===== config.mk =====
export PLATFORM = sky130hd
export DESIGN_NAME = frame_symbol_sender
export DESIGN_NICKNAME = d
export VERILOG_FILES = /design/src/rtl/frame_symbol_sender_pkg.sv /design/src/rtl/frame_symbol_sender_ack_sync.sv /design/src/rtl/frame_symbol_sender.sv
export SDC_FILE = /design/constraint.sdc
export NUM_CORES = 1
export LEC_CHECK = 0
export BUFFER_PORTS_ARGS = -buffer_cell sky130_fd_sc_hd__buf_2
export CORE_MARGIN = 2
export CORE_UTILIZATION = 40
export DETAILED_ROUTE_END_ITERATION = 8
export PLACE_DENSITY = 0.68
export REMOVE_ABC_BUFFERS = 1
export SETUP_SLACK_MARGIN = 0.5
export SYNTH_ARGS = -nofsm -noshare
export SYNTH_HDL_FRONTEND = slang
export SYNTH_SLANG_ARGS = --single-unit

===== constraint.sdc =====
create_clock -name clk -period 2.85 [get_ports clk]
set_input_delay 0.1425 -clock clk [delete_from_list [all_inputs] [get_ports clk]]
set_output_delay 0.1425 -clock clk [all_outputs]
set_load 0.1 [all_outputs]

===== src/rtl/frame_symbol_sender_pkg.sv =====
// Shared frame definitions for the symbol sender and the decoding end of the link.
package frame_symbol_sender_pkg;

    localparam int unsigned SYM_W     = 3;
    localparam int unsigned NUM_LINES = 5;

    typedef enum logic [1:0] {
        IDLE    = 2'd0,
        RAISE   = 2'd1,
        WAIT_HI = 2'd2,
        WAIT_LO = 2'd3
    } state_e;

    localparam logic [SYM_W-1:0] SYM_FS  = 3'd0;
    localparam logic [SYM_W-1:0] SYM_CH  = 3'd1;
    localparam logic [SYM_W-1:0] SYM_X0  = 3'd2;
    localparam logic [SYM_W-1:0] SYM_DIR = 3'd3;
    localparam logic [SYM_W-1:0] SYM_FE  = 3'd4;

    // One-hot line codes, bit order {zero, one, fe, x0, fs}
    localparam logic [NUM_LINES-1:0] LINE_FS   = 5'b00001;
    localparam logic [NUM_LINES-1:0] LINE_X0   = 5'b00010;
    localparam logic [NUM_LINES-1:0] LINE_FE   = 5'b00100;
    localparam logic [NUM_LINES-1:0] LINE_ONE  = 5'b01000;
    localparam logic [NUM_LINES-1:0] LINE_ZERO = 5'b10000;

    function automatic logic [NUM_LINES-1:0] sym_line(input logic [SYM_W-1:0] idx,
                                                       input logic ch, input logic up);
        logic [NUM_LINES-1:0] l;
        l = '0;
        case (idx)
            SYM_FS:  l = LINE_FS;
            SYM_CH:  l = ch ? LINE_ONE : LINE_ZERO;
            SYM_X0:  l = LINE_X0;
            SYM_DIR: l = up ? LINE_ONE : LINE_ZERO;
            SYM_FE:  l = LINE_FE;
            default: l = '0;
        endcase
        return l;
    endfunction

endpackage


===== src/rtl/frame_symbol_sender_ack_sync.sv =====
// Two-flop synchroniser for one asynchronous acknowledge line, resets to 0.
module ack_sync (
    input  logic clk,
    input  logic rst,
    input  logic d_i,
    output logic q_o
);

    logic meta_q;
    logic sync_q;

    always_ff @(posedge clk or posedge rst) begin
        if (rst) begin
            meta_q <= 1'b0;
            sync_q <= 1'b0;
        end else begin
            meta_q <= d_i;
            sync_q <= meta_q;
        end
    end

    assign q_o = sync_q;

endmodule


===== src/rtl/frame_symbol_sender.sv =====
// Sends one motor command as an FS/CH/X0/DIR/FE symbol frame with four-phase acks.
// Optional ack timeout with err pulse when FRAME_TIMEOUT_EN is defined.
module frame_symbol_sender
    import frame_symbol_sender_pkg::*;
#(
    parameter int unsigned TIMEOUT_CYCLES = 1024
) (
    input  logic clk,
    input  logic rst,
    input  logic cmd_valid,
    input  logic cmd_channel,
    input  logic cmd_up,
    output logic cmd_ready,
    output logic fs,
    output logic x0,
    output logic fe,
    output logic one,
    output logic zero,
    input  logic fs_ack,
    input  logic x0_ack,
    input  logic fe_ack,
    input  logic one_ack,
    input  logic zero_ack,
    output logic done,
    output logic err
);

    logic [NUM_LINES-1:0] ack_raw;
    logic [NUM_LINES-1:0] ack_s;

    assign ack_raw = {zero_ack, one_ack, fe_ack, x0_ack, fs_ack};

    for (genvar g = 0; g < NUM_LINES; g++) begin : g_sync
        ack_sync u_ack_sync (
            .clk (clk),
            .rst (rst),
            .d_i (ack_raw[g]),
            .q_o (ack_s[g])
        );
    end

    state_e               state_q;
    logic [SYM_W-1:0]     idx_q;
    logic                 ch_q;
    logic                 up_q;
    logic [NUM_LINES-1:0] lines_q;
    logic                 ready_q;
    logic                 done_q;

    logic [NUM_LINES-1:0] sel_c;
    logic [SYM_W-1:0]     idx_next_c;
    logic                 ack_match_c;
    logic                 timeout_c;

    // Only the ack belonging to the current symbol's line is considered
    assign sel_c       = sym_line(idx_q, ch_q, up_q);
    assign ack_match_c = |(ack_s & sel_c);
    assign idx_next_c  = SYM_W'(idx_q + 1'b1);

`ifdef FRAME_TIMEOUT_EN
    localparam int unsigned CNT_W = $clog2(TIMEOUT_CYCLES + 1);

    logic [CNT_W-1:0] cnt_q;
    logic             err_q;
    logic             waiting_c;

    assign waiting_c = ((state_q == WAIT_HI) && !ack_match_c) ||
                       ((state_q == WAIT_LO) &&  ack_match_c);
    assign timeout_c = waiting_c && (cnt_q == CNT_W'(TIMEOUT_CYCLES - 1));

    // Counter restarts whenever a wait is satisfied or abandoned
    always_ff @(posedge clk or posedge rst) begin
        if (rst) begin
            cnt_q <= '0;
            err_q <= 1'b0;
        end else begin
            err_q <= timeout_c;
            cnt_q <= waiting_c ? CNT_W'(cnt_q + 1'b1) : '0;
        end
    end

    assign err = err_q;
`else
    logic unused_cfg;

    assign unused_cfg = ^TIMEOUT_CYCLES;
    assign timeout_c  = 1'b0;
    assign err        = 1'b0;
`endif

    always_ff @(posedge clk or posedge rst) begin
        if (rst) begin
            state_q <= IDLE;
            idx_q   <= SYM_FS;
            ch_q    <= 1'b0;
            up_q    <= 1'b0;
            lines_q <= '0;
            ready_q <= 1'b1;
            done_q  <= 1'b0;
        end else begin
            done_q <= 1'b0;
            unique case (state_q)
                IDLE: begin
                    if (cmd_valid) begin
                        idx_q   <= SYM_FS;
                        ch_q    <= cmd_channel;
                        up_q    <= cmd_up;
                        lines_q <= sym_line(SYM_FS, cmd_channel, cmd_up);
                        ready_q <= 1'b0;
                        state_q <= RAISE;
                    end
                end
                RAISE: begin
                    state_q <= WAIT_HI;
                end
                WAIT_HI: begin
                    if (ack_match_c) begin
                        lines_q <= '0;
                        state_q <= WAIT_LO;
                    end else if (timeout_c) begin
                        lines_q <= '0;
                        ready_q <= 1'b1;
                        state_q <= IDLE;
                    end
                end
                WAIT_LO: begin
                    if (!ack_match_c) begin
                        if (idx_q == SYM_FE) begin
                            done_q  <= 1'b1;
                            ready_q <= 1'b1;
                            state_q <= IDLE;
                        end else begin
                            idx_q   <= idx_next_c;
                            lines_q <= sym_line(idx_next_c, ch_q, up_q);
                            state_q <= RAISE;
                        end
                    end else if (timeout_c) begin
                        lines_q <= '0;
                        ready_q <= 1'b1;
                        state_q <= IDLE;
                    end
                end
                default: begin
                    lines_q <= '0;
                    ready_q <= 1'b1;
                    state_q <= IDLE;
                end
            endcase
        end
    end

    assign {zero, one, fe, x0, fs} = lines_q;
    assign cmd_ready               = ready_q;
    assign done                    = done_q;

endmodule


# ---- Word-level counts from Yosys, hierarchy flattened
# Cells that the tools add are included.
dict set report word_totals {
  wordCells 71
  reg_bits 24
  output_inout_bits 8
}
dict set report classes {
  reduce_logical 11
  eq_ne 16
  bitwise 1
  n_mux 25
  addsub 1
}
# op n
set op_table {}
lappend op_table {{$pmux W5 S5} 2}
lappend op_table {{$mux W5} 6}
lappend op_table {{$pmux W5 S3} 1}
lappend op_table {{$eq A3 B2 Y1 const B} 4}
lappend op_table {{$ne A2 B2 Y1 const B} 5}
lappend op_table {{$mux W3} 3}
lappend op_table {{$pmux W2 S4} 1}
lappend op_table {{$reduce_and A4 Y1} 2}
lappend op_table {{$mux W1} 7}
lappend op_table {{$eq A3 B1 Y1 const B} 2}
lappend op_table {{$eq A3 B3 Y1 const B} 2}
lappend op_table {{$logic_not A3 Y1} 2}
lappend op_table {{$mux W2} 3}
lappend op_table {{$pmux W3 S2} 1}
lappend op_table {{$and A5 B5 Y5} 1}
lappend op_table {{$reduce_and A5 Y1} 1}
lappend op_table {{$reduce_or A5 Y1} 1}
lappend op_table {{$eq A2 B2 Y1 const B} 2}
lappend op_table {{$add A3 B1 Y3 const B} 1}
lappend op_table {{$reduce_and A3 Y1} 1}
lappend op_table {{$reduce_bool A3 Y1} 1}
lappend op_table {{$eq A2 B1 Y1 const B} 1}
lappend op_table {{$logic_not A2 Y1} 1}
lappend op_table {{$pmux W1 S2} 1}
lappend op_table {{2 further kinds} 2}

# ---- Longest topological paths before layout
# Gate-level depths: netlist of run 1.
dict set report logic_depth {
  ltp_word 6
  depth_mapped 7
  ltp_nobuf 7
}

# ---- Modules after synthesis
# Synthesis of run 1 repeated with hierarchy kept, for this count alone.
dict set report unflattened {
  cells_unflattened 117
  hier_area_um2 1262.5
}
# mod area_each_um2 seq_area_each_um2 cells_each n_inst
set modules_own_cells {}
lappend modules_own_cells {frame_symbol_sender 993.5 351.6 102 1}
lappend modules_own_cells {ack_sync 53.8 50.0 3 5}

# ---- Worst setup path after synthesis of run 1
# OpenSTA, ideal clock, no wires.
dict set report synth_path {
  path_kind {reg2reg}
  startpoint {register idx_q[0]}
  endpoint {register lines_q[0]}
  path_slack_ps 525
  t_arrival_ps 2200
  path_stages_with_launch 7
  period_less_slack_ps 2325
  path_cell_list {dfrtp_1 ha_1 ha_1 nor4b_1 o41a_1 nor4_4 mux2_2}
}
dict set report synth_via {
  elab_chain_len 6
}
# item line
set synth_lines {}
lappend synth_lines {{from (decl)} frame_symbol_sender.sv:43} ;# logic [SYM_W-1:0] idx_q;
lappend synth_lines {{from (signal assigned)} frame_symbol_sender.sv:133} ;# idx_q <= idx_next_c;
lappend synth_lines {{$add A3 B1 Y3, or another cell as far along} frame_symbol_sender.sv:58} ;# assign idx_next_c = SYM_W'(idx_q + 1'b1);
lappend synth_lines {{$eq A3 B3 Y1, or another cell as far along} frame_symbol_sender_pkg.sv:31} ;# case (idx)
lappend synth_lines {{$pmux W5 S5 / $and A5 B5 Y5 (equally long branches)} {frame_symbol_sender_pkg.sv:31, frame_symbol_sender.sv:57}}
lappend synth_lines {{$mux W5 / $reduce_or A5 Y1 (equally long branches)} {frame_symbol_sender.sv:128, frame_symbol_sender.sv:57}}
lappend synth_lines {{$mux W5 / $ne A2 B2 Y1 (equally long branches)} -}
lappend synth_lines {{$pmux W5 S3 / $reduce_and A5 Y1 (equally long branches)} -}
lappend synth_lines {{to (signal assigned)} frame_symbol_sender.sv:108} ;# lines_q <= sym_line(SYM_FS, cmd_channel, cmd_up);
lappend synth_lines {{to (signal assigned)} frame_symbol_sender.sv:134} ;# lines_q <= sym_line(idx_next_c, ch_q, up_q);
lappend synth_lines {{to (decl)} frame_symbol_sender.sv:46} ;# logic [NUM_LINES-1:0] lines_q;
# Several ways; a longest one is shown, not always the timed one. The select of a mux whose other input is x is not followed.
# A chain may end at the register's enable or synchronous reset.

# ---- Worst setup path in the final report of run 1
dict set report layout_path {
  startpoint {register idx_q[1]}
  endpoint {register state_q[1]}
}
dict set report layout_via {
  elab_chain_len 6
}
# item line
set layout_lines {}
lappend layout_lines {{$eq A3 B3 Y1, or another cell as far along} frame_symbol_sender_pkg.sv:31}
lappend layout_lines {{$pmux W5 S5 (*)} frame_symbol_sender_pkg.sv:31}
lappend layout_lines {{$and A5 B5 Y5 (*)} frame_symbol_sender.sv:57} ;# assign ack_match_c = |(ack_s & sel_c);
lappend layout_lines {{$reduce_or A5 Y1 (*)} frame_symbol_sender.sv:57}
lappend layout_lines {{$ne A2 B2 Y1 (no line)} -}
lappend layout_lines {{$reduce_and A3 Y1 (no line) (*)} -}
lappend layout_lines {{to (signal assigned)} frame_symbol_sender.sv:93} ;# state_q <= IDLE;
lappend layout_lines {{to (signal assigned)} frame_symbol_sender.sv:110} ;# state_q <= RAISE;
lappend layout_lines {{to (signal assigned)} frame_symbol_sender.sv:114} ;# state_q <= WAIT_HI;
lappend layout_lines {{to (decl)} frame_symbol_sender.sv:42} ;# state_e state_q;
# Every way passes the cells marked *; elsewhere a longest branch is shown, timed or not.

==> out/metrics.csv, run 1 <==
metric,value,unit
DPL Wire Length,1.60,mm
reg-to-reg startpoint,idx_q[1],
clock root buffer,clkbuf_4,
Detailed Route WL,2.71,mm
Clock Path Buffers,2,
Yosys Warn Count,0,
Final ANT Viol Nets,0,
largest net degree at the start of global routing,25,
RSZ-0062 raised after global routing,true,
Syn Std Cell Area,0.00120,mm^2
gpl congestion,0.822,
Post-Synth Adder-Cell Area,11.5,%
clock group share of total power,13.0,%
Fillers,237,
final hold vios,23,
r2r setup slk,0.56,ns
Clock Skews,0.0149,ns
Worst R2R End,state_q[1],
crit path time final,2.29,ns
largest family of logic cells by synthesized area,simple AND/OR/NAND/NOR gates,
initial antenna violation count,0,
depth of the most critical reg-to-reg path,8,
peak supply drop,548,uV
Nets,155,
CTS tree,yes,
DRC,1,
cts bufs inserted,3,
CP max-delay cell,dfrtp_2,
library cells used by synthesis,35,
P per Cell Area,1200,mW/mm^2
Crit. End Element,flop,
type of the worst setup path,flop to flop,
grt ovf,0,
crit-path max cell delay,0.43,ns
Rows,19,
Final Slew Violations,0,
Compound-Gate Fraction of Synth Area,9.20,%
first-pass GRT wire length,4.06,mm
"commonest non-fill, non-tap cell in the layout",dfrtp_1,
Tot Pwr,1940,uW
clk sinks,24,
Slew @ Worst Pin,0.881,ns
Setup Total Neg Slack,0,ns
most frequent cells in the layout,"20 x dfrtp_1, 16 x buf_2, 8 x inv_1, 7 x buf_4, 6 x ha_1",
clk_lat worst skew,0.34,ns
crit-path cells,inv_2 > ha_4 > and2b_2 > a32o_2 > buf_6 > or3_4 > a211oi_4 > mux2_2,
vias post-DR,876,
Switching Share,43.7,%
arrival time worst endpoint,2.53,ns
share of cells above drive strength 1,45.1,%
routed length per instance,16.5,um
"Period Utilization, post-route",80.2,%
Net Sw Power,846,uW
Ports,18,
Simple-Gate Fraction of Synth Area,13.5,%
hold crit path type,primary input to async pin,
Die Span X,58.7,um
Hold WS,-0.0362,ns
die area,0.00345,mm^2
P_int,1090,uW
Seq cells post-synth,24,
fmax,437,MHz
"Setup violations, final",0,
CP Max Fanout,3,
H-tree levels,1,
Vias/cell,5.34,
antenna cells,0,
clock-pin slew on the worst setup and hold paths,0.14,ns
leakage,0.000762,uW
cell count after synthesis,100,
relative slew slack,41.2,%
core box area,0.00281,mm^2
failing checks,"design-rule violations, negative hold slack",
Die Ht,58.7,um
IO buf count,16,
Area Growth Syn to Fin,35.1,%
Post-Synth XOR/XNOR Area,0,%
status,"complete, but fails checks",
Initial DRC Count,24,
sequential area share after synthesis,50.3,%
CP Launch Type,flop,
multiplexer share of the synthesized area,11.2,%
Logic pwr share,60.7,%
drt first pass iters,6,
Starting Density,42.7,%
vias in the first global route,867,
GRT Total Usage,16.4,%
sequential share of power,26.3,%
max-cap violations,0,
syn_area_per_cell,12.0,um^2
CP required,3.09,ns
-- final cells by class --
type                       count  area [um^2]  area share [%]
clock buffer                   3         22.5            1.39
timing repair buffer          31          216            13.4
inverter                      10         37.5            2.32
multi-input combinational     64          667            41.2
clock inverter                 1         30.0            1.86
sequential                    24          606            37.4
tap                           31         38.8            2.40
-- worst max-delay path: cells and delay by family, from the launching register on --
kind,cells,cell delay (ns)
AND/OR/NAND/NOR,2,0.53
flip-flops,1,0.43
AO/OA/AOI/OAI,2,0.54
multiplexers,1,0.36
buffers and inverters,2,0.20
adder cells (fa/ha/maj),1,0.16
-- how the worst max path moves through the flow --
stage             start          to  slack (ns)  cells past startpoint
2_1_floorplan  idx_q[0]  lines_q[0]        0.52                      6
3_3_place_gp   idx_q[0]  lines_q[0]        0.43                      6
3_5_place_dp   idx_q[0]  lines_q[4]        0.34                      6
4_1_cts        idx_q[1]  lines_q[4]        0.46                      8
5_1_grt        idx_q[1]  state_q[1]        0.49                      8
6_report       idx_q[1]  state_q[1]        0.56                      8
-- logic make-up after synthesis --
group,Yosys count
AND/OR/NAND/NOR,25
AO/OA/AOI/OAI,15
other,1
buffers and inverters,12
adder cells (fa/ha/maj),11
flip-flops,24
multiplexers,12
-- synthesized netlist by cell type --
master	instances	area, um^2
a211o_1	2	17.5
a211oi_1	1	7.51
a21oi_1	1	5.00
a22oi_1	1	7.51
a31oi_1	1	6.26
a32o_1	1	10.0
and2b_2	1	8.76
and3_1	2	12.5
buf_4	1	7.51
clkbuf_1	1	3.75
conb_1	1	3.75
dfrtp_1	23	576
dfstp_2	1	26.3
ha_1	11	138
inv_1	10	37.5
mux2_2	7	78.8
mux2_4	1	15.0
mux2i_1	4	40.0
nand2_1	5	18.8
nand2b_1	1	6.26
nand3_1	1	5.00
nand4_1	1	6.26
nor2_1	4	15.0
nor2b_1	2	12.5
nor3_1	2	10.0
nor4_4	1	21.3
nor4b_1	1	8.76
nor4b_2	1	15.0
o211a_1	1	10.0
o21ai_0	2	10.0
o22ai_1	4	25.0
o41a_1	1	11.3
or3_1	1	6.26
or3_2	1	7.51
or4_1	1	7.51
-- stage by stage --
stage	hold slack [ns]	instances	cell area, um^2	utilization, %	setup WS [ns]
floorplan	0.156	98	1190	-	0.525
global placement	0.251	145	1310	46.5	0.431
detailed placement	0.252	145	1310	46.5	0.344
CTS	0.00324	161	1520	54.3	0.464
global route	0.0125	164	1620	57.7	0.494
finish	-0.0362	164	1620	57.7	0.563
-- per-layer routing --
metal / up-vias / global-route usage [%] / part of all wire (%)
met5: - / 0 / 0
met4: 0 / 9.09 / 1.5
met3: 5 / 5.49 / 4.3
met2: 22 / 26.2 / 54
met1: 434 / 19.4 / 40
li1: 415 / - / -
-- state kept, by name, indices dropped and copies added, names as in the netlist --
signal                    cells
g_sync.u_ack_sync.meta_q      5
g_sync.u_ack_sync.q_o         5
lines_q                       5
idx_q                         3
state_q                       2
ch_q                          1
cmd_ready                     1
done                          1
up_q                          1
-- power groups by stage --
stage | clock network (uW) | logic, uW | registers (uW)
2_1_floorplan | 0 | 513 | 674
3_3_place_gp | 0 | 825 | 495
3_5_place_dp | 0 | 840 | 501
4_1_cts | 260 | 1010 | 499
5_1_grt | 272 | 1250 | 523
6_report | 253 | 1180 | 510
-- timing repair --
item,4_1_cts,5_1_grt
gates resized for setup,16,16
buffers inserted,7,3
hold buffers,5,0
hold endpoints to repair,5,0
setup endpoints to repair,5,7
pin swaps,6,6
No activity file was read; power rests on OpenSTA's default activity.
==> inputs of run 2 (changes only) <==
--- a/config.mk
+++ b/config.mk
@@ -9,7 +9,7 @@
 export CORE_MARGIN = 2
 export CORE_UTILIZATION = 40
 export DETAILED_ROUTE_END_ITERATION = 8
-export PLACE_DENSITY = 0.68
+export PLACE_DENSITY = 0.71
 export REMOVE_ABC_BUFFERS = 1
 export SETUP_SLACK_MARGIN = 0.5
 export SYNTH_ARGS = -nofsm -noshare
==> constraint.sdc (replaced) <==
create_clock -name clk -period 1.8 [get_ports clk]
set_input_delay 0.09 -clock clk [delete_from_list [all_inputs] [get_ports clk]]
set_output_delay 0.09 -clock clk [all_outputs]
set_load 0.1 [all_outputs]
==> run 2 against run 1 <==
The flow finishes with violations (design-rule violations, negative setup slack). First-iteration DRC count stayed put. Setup slack worse by 1.0 ns. Sequential cell count stayed put. Utilization is 6.4 points higher. Power is 66% higher. Clock power hardly changed. Fmax is 0.71% higher. Die area stayed put. Register-to-register slack worse by 1.0 ns.
==> out/metrics.csv, run 2 (synthesis gave the netlist of run 1 again) <==
metric,value,unit,change
hold crit path type,primary input to flop,,
Rows,19,,unchanged
Detailed Route WL,3.07,mm,+13%
Setup Total Neg Slack,-3.58,ns,-3.58 ns
"commonest non-fill, non-tap cell in the layout",buf_4,,
DR WL met2,1.63,mm,+12%
Clock Skews,0.0139,ns,-0.00102 ns
Logic pwr share,67.8,%,+7.1 points
share of cells above drive strength 1,51.3,%,+6.2 points
reg-to-reg startpoint,idx_q[0],,
CP Max Fanout,4,,+1
clock-pin slew on the worst setup and hold paths,0.14,ns,about the same
relative slew slack,65.0,%,+24 points
max-cap violations,0,,unchanged
leakage,0.000878,uW,+15%
type of the worst setup path,flop to flop,,
arrival time worst endpoint,2.49,ns,-0.04 ns
critical path startpoint,idx_q[0],,
Starting Density,42.7,%,unchanged
vias in the first global route,1038,,+20%
"Period Utilization, post-route",126,%,+46 points
vias post-DR,1006,,+15%
sequential share of power,24.3,%,-2.0 points
hold_sp,cmd_valid,,
Ports,18,,unchanged
met3 wire length,138,um,+19%
core box area,0.00281,mm^2,unchanged
Clock Path Buffers,2,,unchanged
antenna cells,0,,unchanged
crit-path max cell delay,0.49,ns,+0.06 ns
Finished Core Util,64.1,%,+6.4 points
Final WS setup,-0.471,ns,-1.03 ns
gpl congestion,0.811,,-1.4%
IO buf count,16,,unchanged
CP Launch Type,flop,,
CTS tree,yes,,
most frequent cells in the layout,"27 x buf_4, 22 x dfrtp_1, 15 x buf_2, 8 x mux2_4, 8 x dlygate4sd3_1",,
Met1 Wirelength,1.22,mm,+11%
"Setup violations, final",10,,+10
Vias/cell,5.44,,+1.8%
DR top layer,met4,,
crit path time final,2.27,ns,-0.0161 ns
clk sinks,24,,unchanged
clk_lat worst skew,0.33,ns,about the same
r2r setup slk,-0.47,ns,-1.03 ns
routed length per instance,16.6,um,+0.49%
GRT Total Usage,19.1,%,+2.7 points
CP bufs+invs,1,,-1
crit-path cells,ha_4 > and2b_2 > a32o_2 > buf_4 > or3_4 > a211oi_2 > mux2_4,,
DPL Wire Length,1.90,mm,+19%
Die Span X,58.7,um,unchanged
CP required,2.01,ns,-1.08 ns
P_int,1800,uW,+65%
H-tree levels,1,,unchanged
initial antenna violation count,0,,unchanged
drt first pass iters,6,,unchanged
cts bufs inserted,3,,unchanged
Die Ht,58.7,um,unchanged
first-pass GRT wire length,4.80,mm,+18%
Slew @ Worst Pin,0.510,ns,-0.370 ns
P per Cell Area,1790,mW/mm^2,+50%
Crit. End Element,flop,,
Initial DRC Count,24,,unchanged
Area Growth Syn to Fin,50.1,%,
clock group share of total power,7.9,%,-5.1 points
Switching Share,44.0,%,+0.31 points
failing checks,"design-rule violations, negative setup slack",,
peak supply drop,769,uV,+40%
CP max-delay cell,dfrtp_2,,
grt ovf,0,,unchanged
Final ANT Viol Nets,0,,unchanged
Final Slew Violations,0,,unchanged
CP top delay family,simple AND/OR/NAND/NOR gates,,
Net Sw Power,1420,uW,+67%
Nets,176,,+14%
Fillers,206,,-13%
clock root buffer,clkbuf_4,,
final hold vios,0,,-100%
DRC,1,,unchanged
die area,0.00345,mm^2,unchanged
fmax,440,MHz,+0.71%
status,"complete, but fails checks",,
RSZ-0062 raised after global routing,true,,
largest net degree at the start of global routing,25,,unchanged
run 2: cell types whose count changed in the layout (fill, tap and decap cells not counted), moves of 2 or more:
cell	before	now
mux2_4	5	8
mux2_2	3	0
dlygate4sd3_1	5	8
inv_1	8	6
dfrtp_2	3	1
ha_4	2	5
ha_2	3	1
buf_4	7	27
inv_2	2	4
dfrtp_1	20	22
run 2: layout make-up:
| class | instances | area [um^2] | share of cell area, % |
|---|---|---|---|
| Multi-Input combinational cell | 64 | 711 | 39.6 |
| Sequential cell | 24 | 603 | 33.6 |
| Timing Repair Buffer | 52 | 380 | 21.2 |
| Tap cell | 31 | 38.8 | 2.16 |
| Inverter | 10 | 37.5 | 2.09 |
| Clock buffer | 4 | 26.3 | 1.46 |
run 2: what timing repair did:
| action | 4_1_cts | 5_1_grt |
|---|---|---|
| buffers inserted | 6 | 3 |
| hold buffers | 7 | 1 |
| pin swaps | 8 | 0 |
| endpoints found under the hold margin | 29 | 1 |
| endpoints found under the setup margin | 15 | 14 |
| gates resized for setup | 32 | 8 |
run 2: path summary, 6_finish.rpt:
path                                          endpoint  depth (start not counted)
min                                          cmd_ready                          4
min reg2reg                   g_sync[4].u_ack_sync.q_o                          0
max in group asynchronous                    cmd_ready                          4
max reg2reg                                 state_q[1]                          7
min in group asynchronous  g_sync[2].u_ack_sync.meta_q                          4
max                                         state_q[1]                          7
run 2: worst register-to-register path: stages (launching register included):
cell	delay, ns
dfrtp_2	0.49
ha_4	0.18
and2b_2	0.18
a32o_2	0.24
buf_4	0.14
or3_4	0.34
a211oi_2	0.26
mux2_4	0.33
run 2: stage by stage:
step | total power (uW) | setup slack, ns | instance area [um^2] | std cells | hold slack [ns]
3_3_place_gp | 2320 | -0.541 | 1450 | 164 | 0.137
3_5_place_dp | 2370 | -0.617 | 1450 | 164 | 0.152
6_report | 3220 | -0.471 | 1800 | 185 | 0.148
4_1_cts | 3050 | -0.471 | 1720 | 181 | 0.00286
2_1_floorplan | 1880 | -0.525 | 1190 | 98 | 0.104
5_1_grt | 3400 | -0.533 | 1800 | 185 | 0.163
run 2: routing by layer:
| metal | vias up | track usage (%) |
|---|---|---|
| li1 | 458 | - |
| met1 | 509 | 22.6 |
| met2 | 30 | 34.0 |
| met3 | 9 | 2.86 |
| met4 | 0 | 8.77 |
| met5 | - | 0 |
run 2: power groups by stage:
stage / Sequential [uW] / Combinational [uW] / Clock [uW]
2_1_floorplan: 1070 / 813 / 0
3_3_place_gp: 769 / 1550 / 0
3_5_place_dp: 780 / 1590 / 0
4_1_cts: 772 / 2020 / 259
5_1_grt: 804 / 2320 / 272
6_report: 784 / 2180 / 254
==> inputs of run 3 (changes only) <==
--- a/config.mk
+++ b/config.mk
@@ -9,7 +9,7 @@
 export CORE_MARGIN = 2
 export CORE_UTILIZATION = 40
 export DETAILED_ROUTE_END_ITERATION = 8
-export PLACE_DENSITY = 0.71
+export PLACE_DENSITY = 0.68
 export REMOVE_ABC_BUFFERS = 1
 export SETUP_SLACK_MARGIN = 0.5
 export SYNTH_ARGS = -nofsm -noshare
==> constraint.sdc (replaced) <==
create_clock -name clk -period 2.52 [get_ports clk]
set_input_delay 0.126 -clock clk [delete_from_list [all_inputs] [get_ports clk]]
set_output_delay 0.126 -clock clk [all_outputs]
set_load 0.1 [all_outputs]
==> run 3 against run 2 <==
The flow finishes with violations (design-rule violations). Sequential share of layout area grew 3.1 points. Clock power grew 12%. Final cell count shrank 11%. First-iteration DRC count shrank 25%. Hold slack lost 0.13 ns. Sequential cell count is the same. Clock-buffer cell count shrank 1. Power shrank 30%. Fmax shrank 3.7%. Global-route usage shrank 3.7 points. Critical endpoint unchanged. Largest power group unchanged.
==> out/metrics.csv, run 3 (synthesis gave the netlist of run 1 again) <==
metric,value,unit,change
GRT busiest layer,met2,,
hold crit path type,primary input to flop,,
core box area,0.00281,mm^2,unchanged
Worst R2R End,state_q[1],,
Final ANT Viol Nets,0,,unchanged
Starting Density,42.7,%,unchanged
DP Area,0.00131,mm^2,-9.9%
CP bufs+invs,2,,+1
share of cells above drive strength 1,43.6,%,-7.7 points
clk_lat worst skew,0.33,ns,about the same
CTS tree,yes,,
vias post-DR,908,,-9.7%
r2r setup slk,0.16,ns,+0.63 ns
reg-to-reg startpoint,idx_q[1],,
Ports,18,,unchanged
multi-input logic area,694,um^2,-2.3%
status,"complete, but fails checks",,
CP required,2.76,ns,+0.75 ns
"commonest non-fill, non-tap cell in the layout",dfrtp_1,,
max-cap violations,0,,unchanged
Switching Share,43.4,%,-0.55 points
crit-path max cell delay,0.46,ns,-0.03 ns
Fillers,225,,+9.2%
stages on the worst setup path,8,,+1
CP Launch Type,flop,,
crit path time final,2.36,ns,+0.0865 ns
Detailed Route WL,2.62,mm,-15%
Hold WS,0.0207,ns,-0.127 ns
drt first pass iters,6,,unchanged
CP Max Fanout,3,,-1
Slew @ Worst Pin,0.873,ns,+0.363 ns
clock root buffer,clkbuf_4,,
first-pass GRT wire length,3.88,mm,-19%
P per Cell Area,1360,mW/mm^2,-24%
failing checks,design-rule violations,,
leakage,0.000773,uW,-12%
arrival time worst endpoint,2.60,ns,+0.11 ns
fin area,0.00165,mm^2,-8.1%
IO buf count,16,,unchanged
Nets,155,,-12%
Area Growth Syn to Fin,37.8,%,
crit-path cells,inv_2 > ha_4 > and2b_2 > a32o_2 > buf_6 > or3_4 > a211oi_4 > mux2_4,,
peak supply drop,610,uV,-21%
final hold vios,0,,unchanged
critical path startpoint,idx_q[1],,
depth of the most critical reg-to-reg path,8,,+1
routed length per instance,16.0,um,-3.8%
Clock Skews,0.0127,ns,-0.00117 ns
DRC,1,,unchanged
P_int,1270,uW,-30%
cts bufs inserted,3,,unchanged
largest net degree at the start of global routing,25,,unchanged
antenna cells,0,,unchanged
clock-pin slew on the worst setup and hold paths,0.14,ns,about the same
Final Slew Violations,0,,unchanged
met1 Use GR,17.5,%,-5.1 points
initial antenna violation count,0,,unchanged
most frequent cells in the layout,"21 x dfrtp_1, 16 x buf_2, 8 x inv_1",,
DPL Wire Length,1.61,mm,-16%
Crit. End Element,flop,,
RSZ-0062 raised after global routing,true,,
relative slew slack,41.7,%,-23 points
Initial DRC Count,18,,-25%
Logic pwr share,61.7,%,-6.1 points
clk sinks,24,,unchanged
Setup Total Neg Slack,0,ns,+3.58 ns
Vias/cell,5.54,,+1.8%
"Setup violations, final",0,,-10
Net Sw Power,976,uW,-31%
grt ovf,0,,unchanged
vias in the first global route,874,,-16%
sequential share of power,25.6,%,+1.3 points
area occupied by registers,604,um^2,+0.21%
H-tree levels,1,,unchanged
Die Ht,58.7,um,unchanged
GRT Total Usage,15.4,%,-3.7 points
crit path to,state_q[1],,
Die Span X,58.7,um,unchanged
GR Layer Usage met2,26.6,%,-7.4 points
gpl congestion,0.822,,+1.4%
CP top delay family,simple AND/OR/NAND/NOR gates,,
fmax,424,MHz,-3.7%
Clock Path Buffers,2,,unchanged
die area,0.00345,mm^2,unchanged
"Period Utilization, post-route",93.5,%,-33 points
Rows,19,,unchanged
clock group share of total power,12.6,%,+4.7 points
type of the worst setup path,flop to flop,,
GR met3 Demand/Resource,4.62,%,+1.8 points
CP max-delay cell,dfrtp_1,,
run 3: cell types whose count changed in the layout (fill, tap and decap cells not counted), moves of 2 or more:
cell           previous run  this run
buf_4                    27         5
buf_6                     2         4
dlygate4sd3_1             8         6
inv_1                     6         8
inv_2                     4         2
mux2_2                    0         2
mux2_4                    8         6
run 3: area by class of cell:
class	instances	share of cell area (%)
repair buffers	31	13.5
flip-flops and latches	24	36.6
inverters	10	2.27
clock buffers	3	1.36
multi-input cells	64	42.1
well taps	31	2.35
clock inverters	1	1.82
run 3: how the worst min path moves through the flow:
stage,start,endpoint,slack (ns),cells after the start
final,cmd_up,up_q,0.02,2
after global routing,cmd_channel,ch_q,0.005,2
after CTS,cmd_up,up_q,0.02,2
after detailed placement,fe_ack,g_sync[2].u_ack_sync.meta_q,0.24,1
after global placement,x0_ack,g_sync[1].u_ack_sync.meta_q,0.23,1
after floorplan,rst,ch_q,0.14,1
run 3: layer usage:
metal,vias up,share of wire [%]
li1,415,-
met1,457,41
met2,28,52
met3,8,4.4
met4,0,2.6
met5,-,0
run 3: worst register-to-register path, stage by stage, from the launching register on:
cell	delay, ns
dfrtp_1	0.46
inv_2	0.10
ha_4	0.18
and2b_2	0.19
a32o_2	0.24
buf_6	0.13
or3_4	0.40
a211oi_4	0.26
mux2_4	0.32
run 3: power by group through the flow:
stage                     Sequential [uW]  Combinational [uW]  Clock [uW]
final                                 576                1390         284
after global routing                  589                1470         309
after CTS                             564                1060         290
after detailed placement              565                 954           0
after global placement                560                 933           0
after floorplan                       762                 581           0
run 3: what timing repair did:
item	in CTS	in global routing
buffers inserted	4	5
setup endpoints to repair	10	10
hold buffers	6	0
endpoints found under the hold margin	28	0
gates resized for setup	9	27
pin swaps	3	7
run 3: metrics by stage:
step                      setup slack, ns  instances  total power (uW)  util (%)
after floorplan                     0.195         98              1340         -
after global placement              0.101        145              1490      46.5
after detailed placement           0.0113        145              1520      46.5
after CTS                           0.116        159              1920      52.9
after global routing               0.0852        164              2370      58.8
final                               0.163        164              2250      58.8
